## src/rtl/ride_dispatch_ctrl_if.sv

```systemverilog
// Passenger-side and display-side signal bundle for ride_dispatch_ctrl.
// The master modport is the passenger/key side, the slave modport is the controller.
interface ride_dispatch_ctrl_if #(
  parameter int N_REQ = 4
);
  logic [N_REQ-1:0]   req;
  logic [4*N_REQ-1:0] orig;
  logic [4*N_REQ-1:0] dest;
  logic               accept;
  logic               cancel;
  logic [N_REQ-1:0]   grant;
  logic [8:0]         posicao;
  logic               quote_valid;
  logic [3:0]         car_pos;
  logic [2:0]         state;
  logic               trip_done;
  logic               err;

  modport master (
    output req, orig, dest, accept, cancel,
    input  grant, posicao, quote_valid, car_pos, state, trip_done, err
  );

  modport slave (
    input  req, orig, dest, accept, cancel,
    output grant, posicao, quote_valid, car_pos, state, trip_done, err
  );
endinterface

```

## src/rtl/ride_dispatch_ctrl.sv

```systemverilog
// Round-robin ride dispatcher: arbitrates passengers, shows the fare quote, moves the car.
// Optional macro PREMIUM_PRIO_EN gives req[0] absolute priority in arbitration.
module ride_dispatch_ctrl #(
  parameter int N_REQ     = 4,
  parameter int TICK_DIV  = 50000000,
  parameter int ACCEPT_TO = 10
) (
  input logic                 clk,
  input logic                 rst_n,
  ride_dispatch_ctrl_if.slave bus
);
  localparam int PW = $clog2(N_REQ);
  localparam int DW = $clog2(TICK_DIV);
  localparam int TW = $clog2(ACCEPT_TO + 1);

  typedef enum logic [2:0] {
    IDLE      = 3'd0,
    QUOTE     = 3'd1,
    WAIT_ACC  = 3'd2,
    TO_PICKUP = 3'd3,
    TRIP      = 3'd4,
    DONE      = 3'd5
  } state_t;

  state_t           st;
  logic [N_REQ-1:0] grant_r;
  logic [8:0]       posicao_r;
  logic             quote_valid_r;
  logic [3:0]       car_r;
  logic [3:0]       orig_r;
  logic [3:0]       dest_r;
  logic             trip_done_r;
  logic             err_r;
  logic [PW-1:0]    rr;
  logic [PW-1:0]    owner;
  logic [DW-1:0]    presc;
  logic [TW-1:0]    to_cnt;

  logic             tick;
  logic             found;
  logic [PW-1:0]    win;
  logic [3:0]       win_orig;
  logic [3:0]       win_dest;
  logic             to_idle;

  function automatic logic [PW-1:0] rr_after(input logic [PW-1:0] o);
    return (int'(o) == N_REQ - 1) ? '0 : o + 1'b1;
  endfunction

  assign tick = (presc == DW'(TICK_DIV - 1));

  always_ff @(posedge clk or negedge rst_n) begin
    if (!rst_n) presc <= '0;
    else        presc <= tick ? '0 : presc + 1'b1;
  end

  // Scan from the round-robin pointer upward; the first requester found owns the car.
  always_comb begin
    int idx;
    idx   = 0;
    found = 1'b0;
    win   = '0;
    for (int k = 0; k < N_REQ; k++) begin
      idx = int'(rr) + k;
      if (idx >= N_REQ) idx = idx - N_REQ;
      if (!found && bus.req[idx]) begin
        found = 1'b1;
        win   = PW'(idx);
      end
    end
`ifdef PREMIUM_PRIO_EN
    if (bus.req[0]) begin
      found = 1'b1;
      win   = '0;
    end
`else
`endif
    win_orig = bus.orig[int'(win)*4 +: 4];
    win_dest = bus.dest[int'(win)*4 +: 4];
  end

  always_comb begin
    to_idle = 1'b0;
    if (st == WAIT_ACC)
      to_idle = bus.cancel ||
                (!bus.accept && tick && (to_cnt == TW'(ACCEPT_TO - 1)));
    else if (st == TO_PICKUP)
      to_idle = bus.cancel;
    else if (st == DONE)
      to_idle = 1'b1;
  end

  always_ff @(posedge clk or negedge rst_n) begin
    if (!rst_n) begin
      st            <= IDLE;
      grant_r       <= '0;
      posicao_r     <= '0;
      quote_valid_r <= 1'b0;
      car_r         <= '0;
      orig_r        <= '0;
      dest_r        <= '0;
      trip_done_r   <= 1'b0;
      err_r         <= 1'b0;
      rr            <= '0;
      owner         <= '0;
      to_cnt        <= '0;
    end else begin
      trip_done_r <= 1'b0;
      err_r       <= 1'b0;
      unique case (st)
        IDLE: begin
          if (found) begin
            if (win_orig > 4'd8 || win_dest > 4'd8 || win_orig == win_dest) begin
              err_r <= 1'b1;
              rr    <= rr_after(win);
            end else begin
              orig_r  <= win_orig;
              dest_r  <= win_dest;
              owner   <= win;
              grant_r <= N_REQ'(1) << win;
              st      <= QUOTE;
            end
          end
        end
        QUOTE: begin
          posicao_r     <= (9'd1 << orig_r) | (9'd1 << dest_r);
          quote_valid_r <= 1'b1;
          to_cnt        <= '0;
          st            <= WAIT_ACC;
        end
        WAIT_ACC: begin
          if (!bus.cancel) begin
            if (bus.accept) st <= TO_PICKUP;
            else if (tick)  to_cnt <= to_cnt + 1'b1;
          end
        end
        TO_PICKUP: begin
          if (car_r == orig_r) st <= TRIP;
          else if (tick)       car_r <= (car_r < orig_r) ? car_r + 4'd1 : car_r - 4'd1;
        end
        TRIP: begin
          if (car_r == dest_r) begin
            st          <= DONE;
            trip_done_r <= 1'b1;
          end else if (tick) begin
            car_r <= (car_r < dest_r) ? car_r + 4'd1 : car_r - 4'd1;
          end
        end
        DONE: ;
        default: st <= IDLE;
      endcase
      // Every way back to IDLE blanks the quote and passes priority to the next port.
      if (to_idle) begin
        st            <= IDLE;
        grant_r       <= '0;
        posicao_r     <= '0;
        quote_valid_r <= 1'b0;
        rr            <= rr_after(owner);
      end
    end
  end

  assign bus.grant       = grant_r;
  assign bus.posicao     = posicao_r;
  assign bus.quote_valid = quote_valid_r;
  assign bus.car_pos     = car_r;
  assign bus.state       = st;
  assign bus.trip_done   = trip_done_r;
  assign bus.err         = err_r;
endmodule

```

## src/flat_wrapper.sv

```systemverilog
// flat-port wrapper written by rule: the top's interface ports become plain ports
module ride_dispatch_ctrl_flat 
#(
  parameter int N_REQ     = 4,
  parameter int TICK_DIV  = 50000000,
  parameter int ACCEPT_TO = 10
)
  (clk, rst_n, bus_req, bus_orig, bus_dest, bus_accept, bus_cancel, bus_grant, bus_posicao, bus_quote_valid, bus_car_pos, bus_state, bus_trip_done, bus_err);
  ride_dispatch_ctrl_if #(.N_REQ(N_REQ)) bus_i ();
  input logic clk;
  input logic rst_n;
  input wire logic [$bits(bus_i.req)-1:0] bus_req;
  input wire logic [$bits(bus_i.orig)-1:0] bus_orig;
  input wire logic [$bits(bus_i.dest)-1:0] bus_dest;
  input wire logic [$bits(bus_i.accept)-1:0] bus_accept;
  input wire logic [$bits(bus_i.cancel)-1:0] bus_cancel;
  output wire logic [$bits(bus_i.grant)-1:0] bus_grant;
  output wire logic [$bits(bus_i.posicao)-1:0] bus_posicao;
  output wire logic [$bits(bus_i.quote_valid)-1:0] bus_quote_valid;
  output wire logic [$bits(bus_i.car_pos)-1:0] bus_car_pos;
  output wire logic [$bits(bus_i.state)-1:0] bus_state;
  output wire logic [$bits(bus_i.trip_done)-1:0] bus_trip_done;
  output wire logic [$bits(bus_i.err)-1:0] bus_err;
  assign bus_i.req = bus_req;
  assign bus_i.orig = bus_orig;
  assign bus_i.dest = bus_dest;
  assign bus_i.accept = bus_accept;
  assign bus_i.cancel = bus_cancel;
  assign bus_grant = bus_i.grant;
  assign bus_posicao = bus_i.posicao;
  assign bus_quote_valid = bus_i.quote_valid;
  assign bus_car_pos = bus_i.car_pos;
  assign bus_state = bus_i.state;
  assign bus_trip_done = bus_i.trip_done;
  assign bus_err = bus_i.err;
  ride_dispatch_ctrl #(.N_REQ(N_REQ), .TICK_DIV(TICK_DIV), .ACCEPT_TO(ACCEPT_TO)) u_core (.clk(clk), .rst_n(rst_n), .bus(bus_i));
endmodule
```

## config.mk

```make
export PLATFORM = sky130hd
export DESIGN_NAME = ride_dispatch_ctrl_flat
export DESIGN_NICKNAME = d
export VERILOG_FILES = /design/src/rtl/ride_dispatch_ctrl_if.sv /design/src/rtl/ride_dispatch_ctrl.sv /design/src/flat_wrapper.sv
export SDC_FILE = /design/constraint.sdc
export NUM_CORES = 1
export LEC_CHECK = 0
export ABC_AREA = 1
export BUFFER_PORTS_ARGS = -buffer_cell sky130_fd_sc_hd__buf_2
export CORE_MARGIN = 5
export CORE_UTILIZATION = 48
export DETAILED_ROUTE_END_ITERATION = 8
export GPL_ROUTABILITY_DRIVEN = 0
export PLACE_DENSITY_LB_ADDON = 0.15
export REMOVE_ABC_BUFFERS = 1
export SYNTH_ARGS = -nofsm -noshare
export SYNTH_HDL_FRONTEND = slang
export SYNTH_SLANG_ARGS = --single-unit
```

## constraint.sdc

```tcl
create_clock -name clk -period 6.6 [get_ports clk]
set_clock_uncertainty 0.1 [all_clocks]
set_input_delay 1.32 -clock clk [delete_from_list [all_inputs] [get_ports clk]]
set_output_delay 1.32 -clock clk [all_outputs]
set_load 0.05 [all_outputs]
```

; ---- Word-level counts from Yosys, hierarchy flattened
; Index checks and enable logic that the tools add are counted.
[word_totals]
input_bits = 40
word_cells = 163
out_inout_bits = 23
ram_bits = 0
reg_bits = 65
mem_count = 0
latch_bits = 0
mem_bits_ro = 0
[classes]
n_mul = 0
addsub = 13
n_mux = 66
div = 0
bitwise = 2
n_shift = 5
order_cmp = 12
n_reduce_logical = 25
eq_ne = 27
[ops]
columns = op, count
row1 = $lt A32 B4 Y1 const B, 4
row2 = $mux W32, 4
row3 = $ge A32 B4 Y1 const B, 3
row4 = $sub A32 B4 Y32 const B, 3
row5 = $mux W4, 13
row6 = $shiftx A16 B5 Y4, 2
row7 = $add A26 B1 Y26 const B, 1
row8 = $eq A26 B26 Y1 const B, 1
row9 = $mux W26, 1
row10 = $mux W1, 22
row11 = $mux W3, 7
row12 = $mux W2, 10
row13 = $mux W9, 2
row14 = $pmux W3 S6, 1
row15 = $shl A1 B4 Y9 const A, 2
row16 = $pmux W4 S2, 2
row17 = $eq A4 B4 Y1, 3
row18 = $ne A3 B2 Y1 const B, 4
row19 = $reduce_bool A2 Y1, 6
row20 = $ne A2 B1 Y1 const B, 5
row21 = $or A9 B9 Y9, 1
row22 = $reduce_and A3 Y1, 3
row23 = $add A4 B1 Y4 const B, 2
row24 = $bmux W1 S2, 4
row25 = other kinds (24), 44

; ---- Longest topological paths before layout
; Gate-level depths: netlist (run 1).
[logic_depth]
ltp_word = 23
mapped_depth = 25

; ---- Worst setup path after synthesis (run 1)
; Ideal clock, no wire load.
[synth_path]
path_kind = input -> register
start = in bus_req[3]
end = reg u_core.grant_r[0], in the netlist u_core.bus.grant[0]
setup_ps = 120
path_stages = 24
setup_slack_ps = 3260
n_path_buf = 2
t_arrival_ps = 3120
t_required_ps = 6380
cell_sequence = inv_1 nand2_1 nand3_1 nand2_2 nor2_4 nand3_2 nand2_4 nand2_4 buf_6 nand2_1 nand2_1 nand2_1 nand2_2 nand2_1 nand2_1 nand2_1 inv_1 nand2_2 nand2_2 inv_4 nand3_4 buf_6 nand3_1 nand2_1
[synth_between]
elab_chain_len = 19
[synth_lines]
columns = element, line_no
row1 = "start, declared", flat_wrapper.sv:12  ; input wire logic [$bits(bus_i.req)-1:0] bus_req;
row2 = $bmux W1 S2, ride_dispatch_ctrl.sv:66  ; if (!found && bus.req[idx]) begin
row3 = $mux W1 (implied by the code) (2 in series), ride_dispatch_ctrl.sv:66
row4 = $mux W1, ride_dispatch_ctrl.sv:66
row5 = $logic_not A1 Y1, ride_dispatch_ctrl.sv:66
row6 = $logic_and A1 B1 Y1, ride_dispatch_ctrl.sv:66
row7 = $mux W1, ride_dispatch_ctrl.sv:66
row8 = $logic_not A1 Y1, ride_dispatch_ctrl.sv:66
row9 = $logic_and A1 B1 Y1, ride_dispatch_ctrl.sv:66
row10 = $mux W1, ride_dispatch_ctrl.sv:66
row11 = $logic_not A1 Y1, ride_dispatch_ctrl.sv:66
row12 = $logic_and A1 B1 Y1, ride_dispatch_ctrl.sv:66
row13 = $mux W2, ride_dispatch_ctrl.sv:66
row14 = "$shiftx A16 B5 Y4, on equally long branches", "ride_dispatch_ctrl.sv:78, ride_dispatch_ctrl.sv:79"
row15 = $gt A4 B4 Y1, ride_dispatch_ctrl.sv:113  ; if (win_orig > 4'd8 || win_dest > 4'd8 || win_orig == win_dest) begin
row16 = $logic_or A1 B1 Y1 (2 in series), ride_dispatch_ctrl.sv:113
row17 = $ne A2 B1 Y1 (no source line), --
row18 = $reduce_and A3 Y1 (no source line), --
row19 = "end signal, assigned", ride_dispatch_ctrl.sv:120  ; grant_r <= N_REQ'(1) << win;
row20 = "end, declared", ride_dispatch_ctrl.sv:26  ; logic [N_REQ-1:0] grant_r;
; Several ways; a longest one is shown, not always the timed one. The select of a mux whose other input is x is not followed.
; A chain may end at the register's enable or synchronous reset.

; ---- Worst setup path in the final report (run 1)
[layout_path]
start = in bus_req[1]
end = reg u_core.owner[0]
[layout_between]
elab_chain_len = 19
[layout_lines]
columns = element, line_no
row1 = $bmux W1 S2, ride_dispatch_ctrl.sv:66
row2 = $mux W1 (implied by the code) (2 in series), ride_dispatch_ctrl.sv:66
row3 = $mux W1, ride_dispatch_ctrl.sv:66
row4 = $logic_not A1 Y1, ride_dispatch_ctrl.sv:66
row5 = $logic_and A1 B1 Y1, ride_dispatch_ctrl.sv:66
row6 = $mux W1, ride_dispatch_ctrl.sv:66
row7 = $logic_not A1 Y1, ride_dispatch_ctrl.sv:66
row8 = $logic_and A1 B1 Y1, ride_dispatch_ctrl.sv:66
row9 = $mux W1, ride_dispatch_ctrl.sv:66
row10 = $logic_not A1 Y1, ride_dispatch_ctrl.sv:66
row11 = $logic_and A1 B1 Y1, ride_dispatch_ctrl.sv:66
row12 = $mux W2, ride_dispatch_ctrl.sv:66
row13 = "$shiftx A16 B5 Y4, on equally long branches", "ride_dispatch_ctrl.sv:78, ride_dispatch_ctrl.sv:79"
row14 = $gt A4 B4 Y1, ride_dispatch_ctrl.sv:113
row15 = $logic_or A1 B1 Y1 (2 in series), ride_dispatch_ctrl.sv:113
row16 = $not A1 Y1 (no source line), --
row17 = $reduce_and A3 Y1 (no source line), --
row18 = "end signal, assigned", ride_dispatch_ctrl.sv:119  ; owner <= win;
row19 = "end, declared", ride_dispatch_ctrl.sv:35  ; logic [PW-1:0] owner;
; Several ways; a longest one is shown, not always the timed one. The select of a mux whose other input is x is not followed.

==> metrics.txt, run 1 <==
number of design-rule violations left by the first detailed-router iteration 216; largest cells by area after synthesis sky130_fd_sc_hd__dfrtp_1, sky130_fd_sc_hd__nand2_1, sky130_fd_sc_hd__nand3_1, sky130_fd_sc_hd__inv_1, sky130_fd_sc_hd__ha_1; Critical Path End Type flip-flop; run status completed; Non-Filler Cell Area, Final 4990 sq um; Resized cells post-CTS 0; DIE HEIGHT 106 um; dominant cell type by area after synthesis sky130_fd_sc_hd__dfrtp_1; Fmax achieved 280 MHz; count of pins on the block boundary 63; TritonCTS buffer count 9; Clock transition at path regs ~70 ps; FF+latch area ~1600 sq um; biggest fanout along the worst timing path 24; number of vias per cell after detailed routing 5.14; most frequent cell after synthesis sky130_fd_sc_hd__nand2_1; proportion of layout cells with a drive suffix above 1 0.162; Hold/Removal Path Class flip-flop to flip-flop; post-place setup slack 2650 ps; average size of a mapped cell 7.16 sq um; DRT Pass-1 Iters 4; Clock Tree Buf Depth 2; final core utilization 0.566; # DRC 0; post-synthesis sequential area ratio 0.371; total of hold buffers inserted after clock tree synthesis 0; master cell of the clock root buffer sky130_fd_sc_hd__clkbuf_8; unique cell type count in the Yosys netlist 45; buffers inserted during post-CTS setup optimization 0; H-Tree Level Count 3; Placed Cells ~770; Buffers on Ports 62; antenna cell count 0; EDFF count, synth 0; final instance count without filler cells 788; final routed wirelength across all metal layers 9.71 mm; startpoint types input pin; floorplan die area 11,200 sq um; Total Power around 2.6 mW; Final Hold Slack 368 ps; clock latency at the later pin of the worst-skew pair 350 ps; Layout fillers 887; number of antenna violations at the first check in global routing 0; final setup margin 3030 ps; required time of the worst setup path between 6000 and 7000 ps; warnings from Yosys 0; count of standard-cell rows 34; number of global-route vias before repair 3,859; global-route wire length before repair 16.9 mm; starting density of the core 0.498; largest vdd supply drop 0.334 mV; launch point of the critical path bus_req[1]; Nets roughly 730; Min Clock Period, post-route 3570 ps; fraction of synthesis flops using an asynchronous set or reset pin 1.00; #FFs+latches synth 65; placed standard-cell area around 4800 sq um; Setup Viol. Count Final 0; setup repair after global routing missed its margin false; Vias 4,050; Clock Sink Count 65; DPL Wire Length 7.54 mm; Final Hold Vio Count 0; FF-to-FF path depth 21; maximum number of pins on one net before global-route repair 66; Avg WL per Cell approximately 12 um; footprint of the multi-input gates 2350 sq um; main flop type after synthesis sky130_fd_sc_hd__dfrtp_1; critical path capture point u_core.owner[0]; post-synthesis to final-layout area growth 13.7%; Sum Neg Setup Slack 0 ps; cell area after technology mapping 4390 sq um; transition time at the pin with the least slew margin 797 ps; Slew Limit Fails 0; die extent in x 106 um; Power Density 521 nW/um^2; endpoint arrival time on the critical path roughly 3700 ps; count of antenna-violating nets left after detailed routing 0; Max-Slew Margin vs Limit 0.469; total routing usage reported by global routing 0.181; Max-Cap Viols 0; overall overflow remaining after global route 0; endpoint of the lowest-slack register-to-register path u_core.owner[0]; floorplan core area about 8800 sq um; area fraction of the dominant cell type after synthesis 0.371; clock tree from TritonCTS done; Cells after Synth 613; Pleak roughly 2.7 nW; crit path kind input pin to flip-flop; portion of the clock cycle consumed by the worst path in the final layout 0.541; worst reg2reg startpoint u_core.rr[0]; worst reg2reg setup slack 3340 ps; most frequent cells after synthesis sky130_fd_sc_hd__nand2_1, sky130_fd_sc_hd__inv_1, sky130_fd_sc_hd__nand3_1
cell type report:
type,count,share of cell area
Clock buffer,12,0.0311
Clock inverter,4,0.0151
Inverter,82,0.0622
Multi-Input combinational cell,452,0.472
Sequential cell,65,0.326
Tap cell,108,0.0271
Timing Repair Buffer,65,0.0667
worst max-delay path: stages:
cell                      delay, ps
sky130_fd_sc_hd__buf_2          100
sky130_fd_sc_hd__inv_1           70
sky130_fd_sc_hd__nand2_1         70
sky130_fd_sc_hd__nand3_1        140
sky130_fd_sc_hd__nand2_2        100
sky130_fd_sc_hd__a21oi_1        150
sky130_fd_sc_hd__nand2_2        220
sky130_fd_sc_hd__nand2_4        300
sky130_fd_sc_hd__nand2_1        110
sky130_fd_sc_hd__nand2_1         70
sky130_fd_sc_hd__nand2_1         50
sky130_fd_sc_hd__nand2_1        120
sky130_fd_sc_hd__nand3_1         80
sky130_fd_sc_hd__nand2_1         60
sky130_fd_sc_hd__nand2_1         60
sky130_fd_sc_hd__inv_2           60
sky130_fd_sc_hd__nand2_2         80
sky130_fd_sc_hd__inv_4           80
sky130_fd_sc_hd__nand3_4        220
sky130_fd_sc_hd__nand2_1        140
sky130_fd_sc_hd__o21ai_1         80
cell families after synthesis:
kind of cell	after synthesis	share of synthesized area
XOR/XNOR	11	0.0220
flip-flops	65	0.371
AO/OA/AOI/OAI	65	0.0916
buffers and inverters	96	0.0944
adder cells (fa/ha/maj)	18	0.0513
AND/OR/NAND/NOR	356	0.365
multiplexers	2	0.00485
layer usage:
metal	vias to the layer above	routed length, um	track usage
li1	2112	-	-
met1	1833	4570	0.233
met2	90	4480	0.300
met3	15	468	0.0318
met4	0	188	0.0777
met5	-	0	0
layout by cell type (no fill, tap or decap), types with 9 or more instances in the layout:
cell type / Yosys / final
sky130_fd_sc_hd__o21ai_0: 16 / 16
sky130_fd_sc_hd__nor2_1: 53 / 53
sky130_fd_sc_hd__xor2_1: 9 / 9
sky130_fd_sc_hd__nand2_2: 10 / 10
sky130_fd_sc_hd__buf_2: 2 / 62
sky130_fd_sc_hd__clkbuf_8: 0 / 11
sky130_fd_sc_hd__dfrtp_1: 65 / 65
sky130_fd_sc_hd__nand3b_1: 9 / 9
sky130_fd_sc_hd__ha_1: 18 / 18
sky130_fd_sc_hd__nand3_1: 67 / 67
sky130_fd_sc_hd__a21oi_1: 16 / 16
sky130_fd_sc_hd__nand2_1: 178 / 178
sky130_fd_sc_hd__inv_1: 76 / 76
sky130_fd_sc_hd__nor3_1: 14 / 14
sky130_fd_sc_hd__nand4_1: 10 / 10
how the worst min path moves through the flow:
stage	from	to	depth (start not counted)
4_1_cts	u_core.presc[0]	u_core.presc[0]	1
5_1_grt	u_core.presc[0]	u_core.presc[0]	1
6_report	u_core.presc[0]	u_core.presc[0]	1
2_1_floorplan	u_core.presc[0]	u_core.presc[0]	1
3_5_place_dp	u_core.presc[0]	u_core.presc[0]	1
3_3_place_gp	u_core.presc[0]	u_core.presc[0]	1
sequential cells by signal, indices dropped and copies added, names as in the netlist:
name / flops
u_core.presc: 26
u_core.bus.posicao: 9
u_core.bus.car_pos: 4
u_core.bus.grant: 4
u_core.dest_r: 4
u_core.orig_r: 4
u_core.to_cnt: 4
u_core.bus.state: 3
u_core.owner: 2
u_core.rr: 2
u_core.bus.err: 1
u_core.bus.quote_valid: 1
u_core.bus.trip_done: 1
where the power goes:
part	internal [mW]	leakage [nW]	switching [mW]
clock network	0.233	0.109	0.153
logic	0.502	1.77	1.14
registers	0.485	0.863	0.0824
total	1.22	2.74	1.38
Power figures use the tool's default switching activity.
==> inputs of run 2 (changes only) <==
clock period = 3.4 ns   (was 6.6 ns; I/O delays follow)
==> run 2 against run 1 <==
Effect of this change: critical path depth stayed put; first-iteration DRC count decreased by 16%; sequential power up 94%; non-clock buffer count up 6; routed wire length down 1.4%; sequential share of layout area fell by 0.29 points; critical path type is now flip-flop to flip-flop.
==> metrics.txt, run 2 (synthesis gave the netlist of run 1 again) <==
floorplan die area 11,200 sq um; worst path bufs/invs 3; # DRC 0; Pleak 2.77 nW; Avg WL per Cell 12.1 um; Worst path most repeated cell sky130_fd_sc_hd__nand2_1; Fmax achieved 332 MHz; maximum number of pins on one net before global-route repair 27; Max stage delay cell, worst path sky130_fd_sc_hd__dfrtp_2; Max-Slew Margin vs Limit 0.524; Placed Cells 777; flip-flop count of the largest register after layout 26; DIE HEIGHT 106 um; global-route wire length before repair between 15 and 20 mm; overall overflow remaining after global route 0; number of global-route vias before repair 3,830; portion of total power attributed to combinational logic 0.638; CP peak stage delay around 400 ps; count of antenna-violating nets left after detailed routing 0; largest vdd supply drop 0.748 mV; register bank with the most flops u_core.presc; biggest fanout along the worst timing path 24; endpoint arrival time on the critical path 3130 ps; Final Hold Slack 151 ps; final routed wirelength across all metal layers about 9.6 mm; portion of the clock cycle consumed by the worst path in the final layout 0.886; startpoint types flip-flop; Clock transition at path regs 70 ps; post-synthesis to final-layout area growth 14.8%; count of pins on the block boundary 63; FF+latch area 1630 sq um; cell-by-cell listing of the critical path clkinvlp_4 > nand2_1 > nand2_2 > nand2_1 > nand2_2 > nor2_4 > nand3_2 > nand2_4 > nand2_4 > nand2_1 > nand3_1 > nand2_1 > nand3_1 > nand2_1 > nand2_1 > inv_2 > nand2_2 > inv_4 > nand3_4 > nand2_1 > o21ai_2; Layout fillers 847; DPL Wire Length 7.55 mm; endpoint of the lowest-slack register-to-register path u_core.orig_r[3]; Nets roughly 740; footprint of the multi-input gates 2350 sq um; required time of the worst setup path 3520 ps; Power Density 1010 nW/um^2; clock tree from TritonCTS done; DRT Pass-1 Iters 5; post-place setup slack 166 ps; switching share of total power 0.523; number of design-rule violations left by the first detailed-router iteration 182; antenna cell count 0; Buffers on Ports 62; Critical Path End Type flip-flop; most common cell after layout, fill and taps aside sky130_fd_sc_hd__nand2_1; final instance count without filler cells 793; worst reg2reg setup slack around 390 ps; clock latency at the later pin of the worst-skew pair 330 ps; switching pwr 2.66 mW; total of hold buffers inserted after clock tree synthesis 0; H-Tree Level Count 3; transition time at the pin with the least slew margin around 700 ps; run status completed; Clock Sink Count 65; total internal power about 2.4 mW; TritonCTS buffer count 9; Total Power 5.09 mW; proportion of layout cells with a drive suffix above 1 0.171; Hold/Removal Path Class input pin to async pin; Slew Limit Fails 0; sequential share of power 0.215; leading cell types in the layout, fill and taps excluded sky130_fd_sc_hd__nand2_1, sky130_fd_sc_hd__inv_1, sky130_fd_sc_hd__nand3_1, sky130_fd_sc_hd__dfrtp_1, sky130_fd_sc_hd__buf_2; depth of the critical timing path with buffers and inverters included 21; number of vias per cell after detailed routing 5.18; crit path kind flip-flop to flip-flop; Final Hold Vio Count 0; cell family with most CP delay simple AND/OR/NAND/NOR gates; worst reg2reg startpoint u_core.rr[0]; count of standard-cell rows 34; Setup Viol. Count Final 0; Min Clock Period, post-route 3010 ps; floorplan core area between 8000 and 9000 sq um; die extent in x 106 um; Vias 4,104; master cell of the clock root buffer sky130_fd_sc_hd__clkbuf_8; Max-Cap Viols 0; final setup margin around 390 ps; starting density of the core 0.498; Clock Tree Buf Depth 2; share of power burned in the clock network 0.146; number of antenna violations at the first check in global routing 0; total routing usage reported by global routing 0.177; FF-to-FF path depth 21
-- run 2: cell count changes in the layout (fill, tap and decap cells not counted), sizes merged --
cell,before,now
buf,65,71
inv,80,79
clkbuf,12,13
clkinvlp,2,1
-- run 2: final cells by class --
cell class,count,share of cell area
Clock buffer,13,0.0335
Clock inverter,2,0.0119
Inverter,82,0.0624
Multi-Input combinational cell,452,0.467
Sequential cell,65,0.323
Tap cell,108,0.0268
Timing Repair Buffer,71,0.0750
-- run 2: worst max path at each step --
stage | slack, ps | end | from
after floorplan | -70 | u_core.rr[1] | u_core.presc[0]
after global placement | 270 | u_core.orig_r[3] | bus_req[1]
after detailed placement | 170 | u_core.orig_r[3] | bus_req[3]
after CTS | 160 | u_core.orig_r[3] | u_core.rr[0]
after global routing | -8 | u_core.owner[1] | u_core.rr[0]
final | 390 | u_core.orig_r[3] | u_core.rr[0]
-- run 2: repair_timing --
| item | in CTS | in global routing |
|---|---|---|
| resized for setup | 0 | 2 |
| setup buffers | 0 | 1 |
| setup endpoints to repair | 0 | 16 |
-- run 2: power by group through the flow --
stage	combinational, mW	sequential, mW	clock [mW]
after floorplan	2.30	1.33	0
after global placement	3.18	1.11	0
after detailed placement	3.24	1.11	0
after CTS	3.25	1.10	0.762
after global routing	3.74	1.12	0.790
final	3.25	1.10	0.745
-- run 2: per-stage QoR --
| step | utilization | instance area, sq um | setup TNS, ps |
|---|---|---|---|
| after CTS | 0.570 | 5020 | 0 |
| after floorplan | - | 4280 | -70.9 |
| after global routing | 0.572 | 5040 | -21.3 |
| final | 0.572 | 5040 | 0 |
| after detailed placement | 0.544 | 4790 | 0 |
| after global placement | 0.544 | 4790 | 0 |
-- run 2: per-layer routing --
metal  vias to the layer above  track usage  share of wire
met5                         -            0              0
met2                        95        0.289           0.46
met1                      1877        0.241           0.48
li1                       2124            -              -
met3                         8       0.0208          0.043
met4                         0       0.0703          0.013
==> inputs of run 3 (changes only) <==
CELL_PAD_IN_SITES_DETAIL_PLACEMENT = 0   (was not set)
CELL_PAD_IN_SITES_GLOBAL_PLACEMENT = 1   (was not set)
CORE_UTILIZATION = 42   (was 48)
SETUP_SLACK_MARGIN = 0.4   (was not set)
==> run 3 against run 2 <==
Effect of this change: clock power rose by 6.7%; largest cell class unchanged; non-clock buffer count increased by 5; design area grew 5.6%; total power up 12%; maximum frequency grew 9.1%; global-route usage fell by 0.75 points; die area grew 13%; count of clock-buffer cells in the layout shrank 4; combinational power rose by 17%; register-to-register slack gained 250 ps.
==> metrics.txt, run 3 (synthesis gave the netlist of run 1 again) <==
clock tree from TritonCTS done; run status completed; master cell of the clock root buffer sky130_fd_sc_hd__clkbuf_8; antenna cell count 0; maximum number of pins on one net before global-route repair 45; count of pins on the block boundary between 60 and 70; number of vias per cell after detailed routing 4.96; Setup Viol. Count Final 0; count of standard-cell rows 37; number of global-route vias before repair about 3,900; Final Hold Vio Count 0; CP peak stage delay 390 ps; post-place setup slack 121 ps; Clock Sink Count 65; final setup margin between 600 and 700 ps; Avg WL per Cell 12.8 um; Nets 749; Placed Cells 806; Clock Tree Buf Depth 2; Sum Neg Setup Slack 0 ps; Max stage delay cell, worst path sky130_fd_sc_hd__dfrtp_1; flip-flop count of the largest register after layout 26; final instance count without filler cells roughly 830; setup repair after global routing missed its margin true; global-route wire length before repair 18.0 mm; Slew Limit Fails 0; endpoint arrival time on the critical path around 2900 ps; leading cell types in the layout, fill and taps excluded sky130_fd_sc_hd__nand2_1, sky130_fd_sc_hd__inv_1, sky130_fd_sc_hd__nand3_1, sky130_fd_sc_hd__dfrtp_1, sky130_fd_sc_hd__buf_2; total routing usage reported by global routing 0.170; Worst path most repeated cell sky130_fd_sc_hd__nand2_1; most common cell after layout, fill and taps aside sky130_fd_sc_hd__nand2_1; cell-by-cell listing of the critical path buf_6 > nand2_1 > nand3_1 > nand2_2 > nor2_4 > nand3_4 > nand2_8 > buf_4 > nand3_1 > nand3_1 > nand2_1 > nand2_1 > nand2_1 > nor2_1 > nand2_2 > nand2_4 > nand3_2 > nand2_2 > nand2_1 > o21ai_0; Clock transition at path regs 70 ps; Critical Path End Type flip-flop; largest vdd supply drop 0.735 mV; Power Density 1070 nW/um^2; register bank with the most flops u_core.presc; number of design-rule violations left by the first detailed-router iteration around 260; portion of the clock cycle consumed by the worst path in the final layout 0.813; Hold/Removal Path Class flip-flop to flip-flop; DIE HEIGHT 112 um; floorplan core area a little over 10,000 sq um; startpoint types flip-flop; cell family with most CP delay simple AND/OR/NAND/NOR gates; footprint of the multi-input gates 2530 sq um; Min Clock Period, post-route 2760 ps; Buffers on Ports 62; TritonCTS buffer count 9; Max-Slew Margin vs Limit 0.327; count of antenna-violating nets left after detailed routing 0; required time of the worst setup path 3560 ps; die extent in x around 110 um; biggest fanout along the worst timing path 10; proportion of layout cells with a drive suffix above 1 0.205; DRT Pass-1 Iters 5; starting density of the core 0.427; overall overflow remaining after global route 0; crit path kind flip-flop to flip-flop; Pleak 2.83 nW; FF+latch area between 1500 and 2000 sq um; clock latency at the later pin of the worst-skew pair between 300 and 400 ps; final core utilization 0.517; floorplan die area between 10,000 and 15,000 sq um; worst path bufs/invs 2; Vias between 4,000 and 5,000; H-Tree Level Count 3; # DRC 0; DPL Wire Length 7.87 mm; Layout fillers 1,056; number of antenna violations at the first check in global routing 0; Fmax achieved 362 MHz; post-synthesis to final-layout area growth 21.2%; transition time at the pin with the least slew margin 1010 ps; final routed wirelength across all metal layers about 11 mm; Max-Cap Viols 0
[run 3: path summary, 6_finish.rpt]
| path | slack [ps] | from | to | cells past startpoint |
|---|---|---|---|---|
| max | 640 | u_core.rr[0] | u_core.rr[0] | 20 |
| min in group asynchronous | 410 | rst_n | u_core.presc[14] | 1 |
| max reg2reg | 640 | u_core.rr[0] | u_core.rr[0] | 20 |
| max in group asynchronous | 1970 | rst_n | u_core.to_cnt[0] | 2 |
| min reg2reg | 390 | u_core.presc[0] | u_core.presc[0] | 1 |
| min | 390 | u_core.presc[0] | u_core.presc[0] | 1 |
[run 3: metal layers]
metal	vias up	GRT usage	part of all wire
met5	-	0	0
met4	0	0.0601	0.014
met3	12	0.0248	0.043
met2	80	0.273	0.46
met1	1889	0.233	0.48
li1	2148	-	-
[run 3: through the flow]
step | hold WS [ps] | cell area (sq um) | total power [mW]
floorplan | 284 | 4280 | 3.62
global placement | 349 | 4840 | 4.40
detailed placement | 363 | 4840 | 4.44
CTS | 383 | 5100 | 5.31
global route | 394 | 5320 | 6.24
finish | 388 | 5320 | 5.68
[run 3: cell type report]
type                       count  share of cell area
clock buffer                   9              0.0233
clock inverter                 7              0.0224
inverter                      82              0.0593
multi-input combinational    457               0.477
sequential                    65               0.306
tap                          136              0.0320
timing repair buffer          76              0.0802
[run 3: power by group]
part	switching [mW]	internal, mW	total [mW]
Sequential	0.152	0.942	1.09
Combinational	2.57	1.23	3.80
Clock	0.308	0.486	0.795
Total	3.03	2.66	5.68
[run 3: what timing repair did]
action | in CTS | in global routing
hold buffers | 0 | 0
pin swaps | 0 | 6
setup endpoints to repair | 15 | 27
buffers inserted | 0 | 5
cloned | 1 | 4
resized for setup | 2 | 32
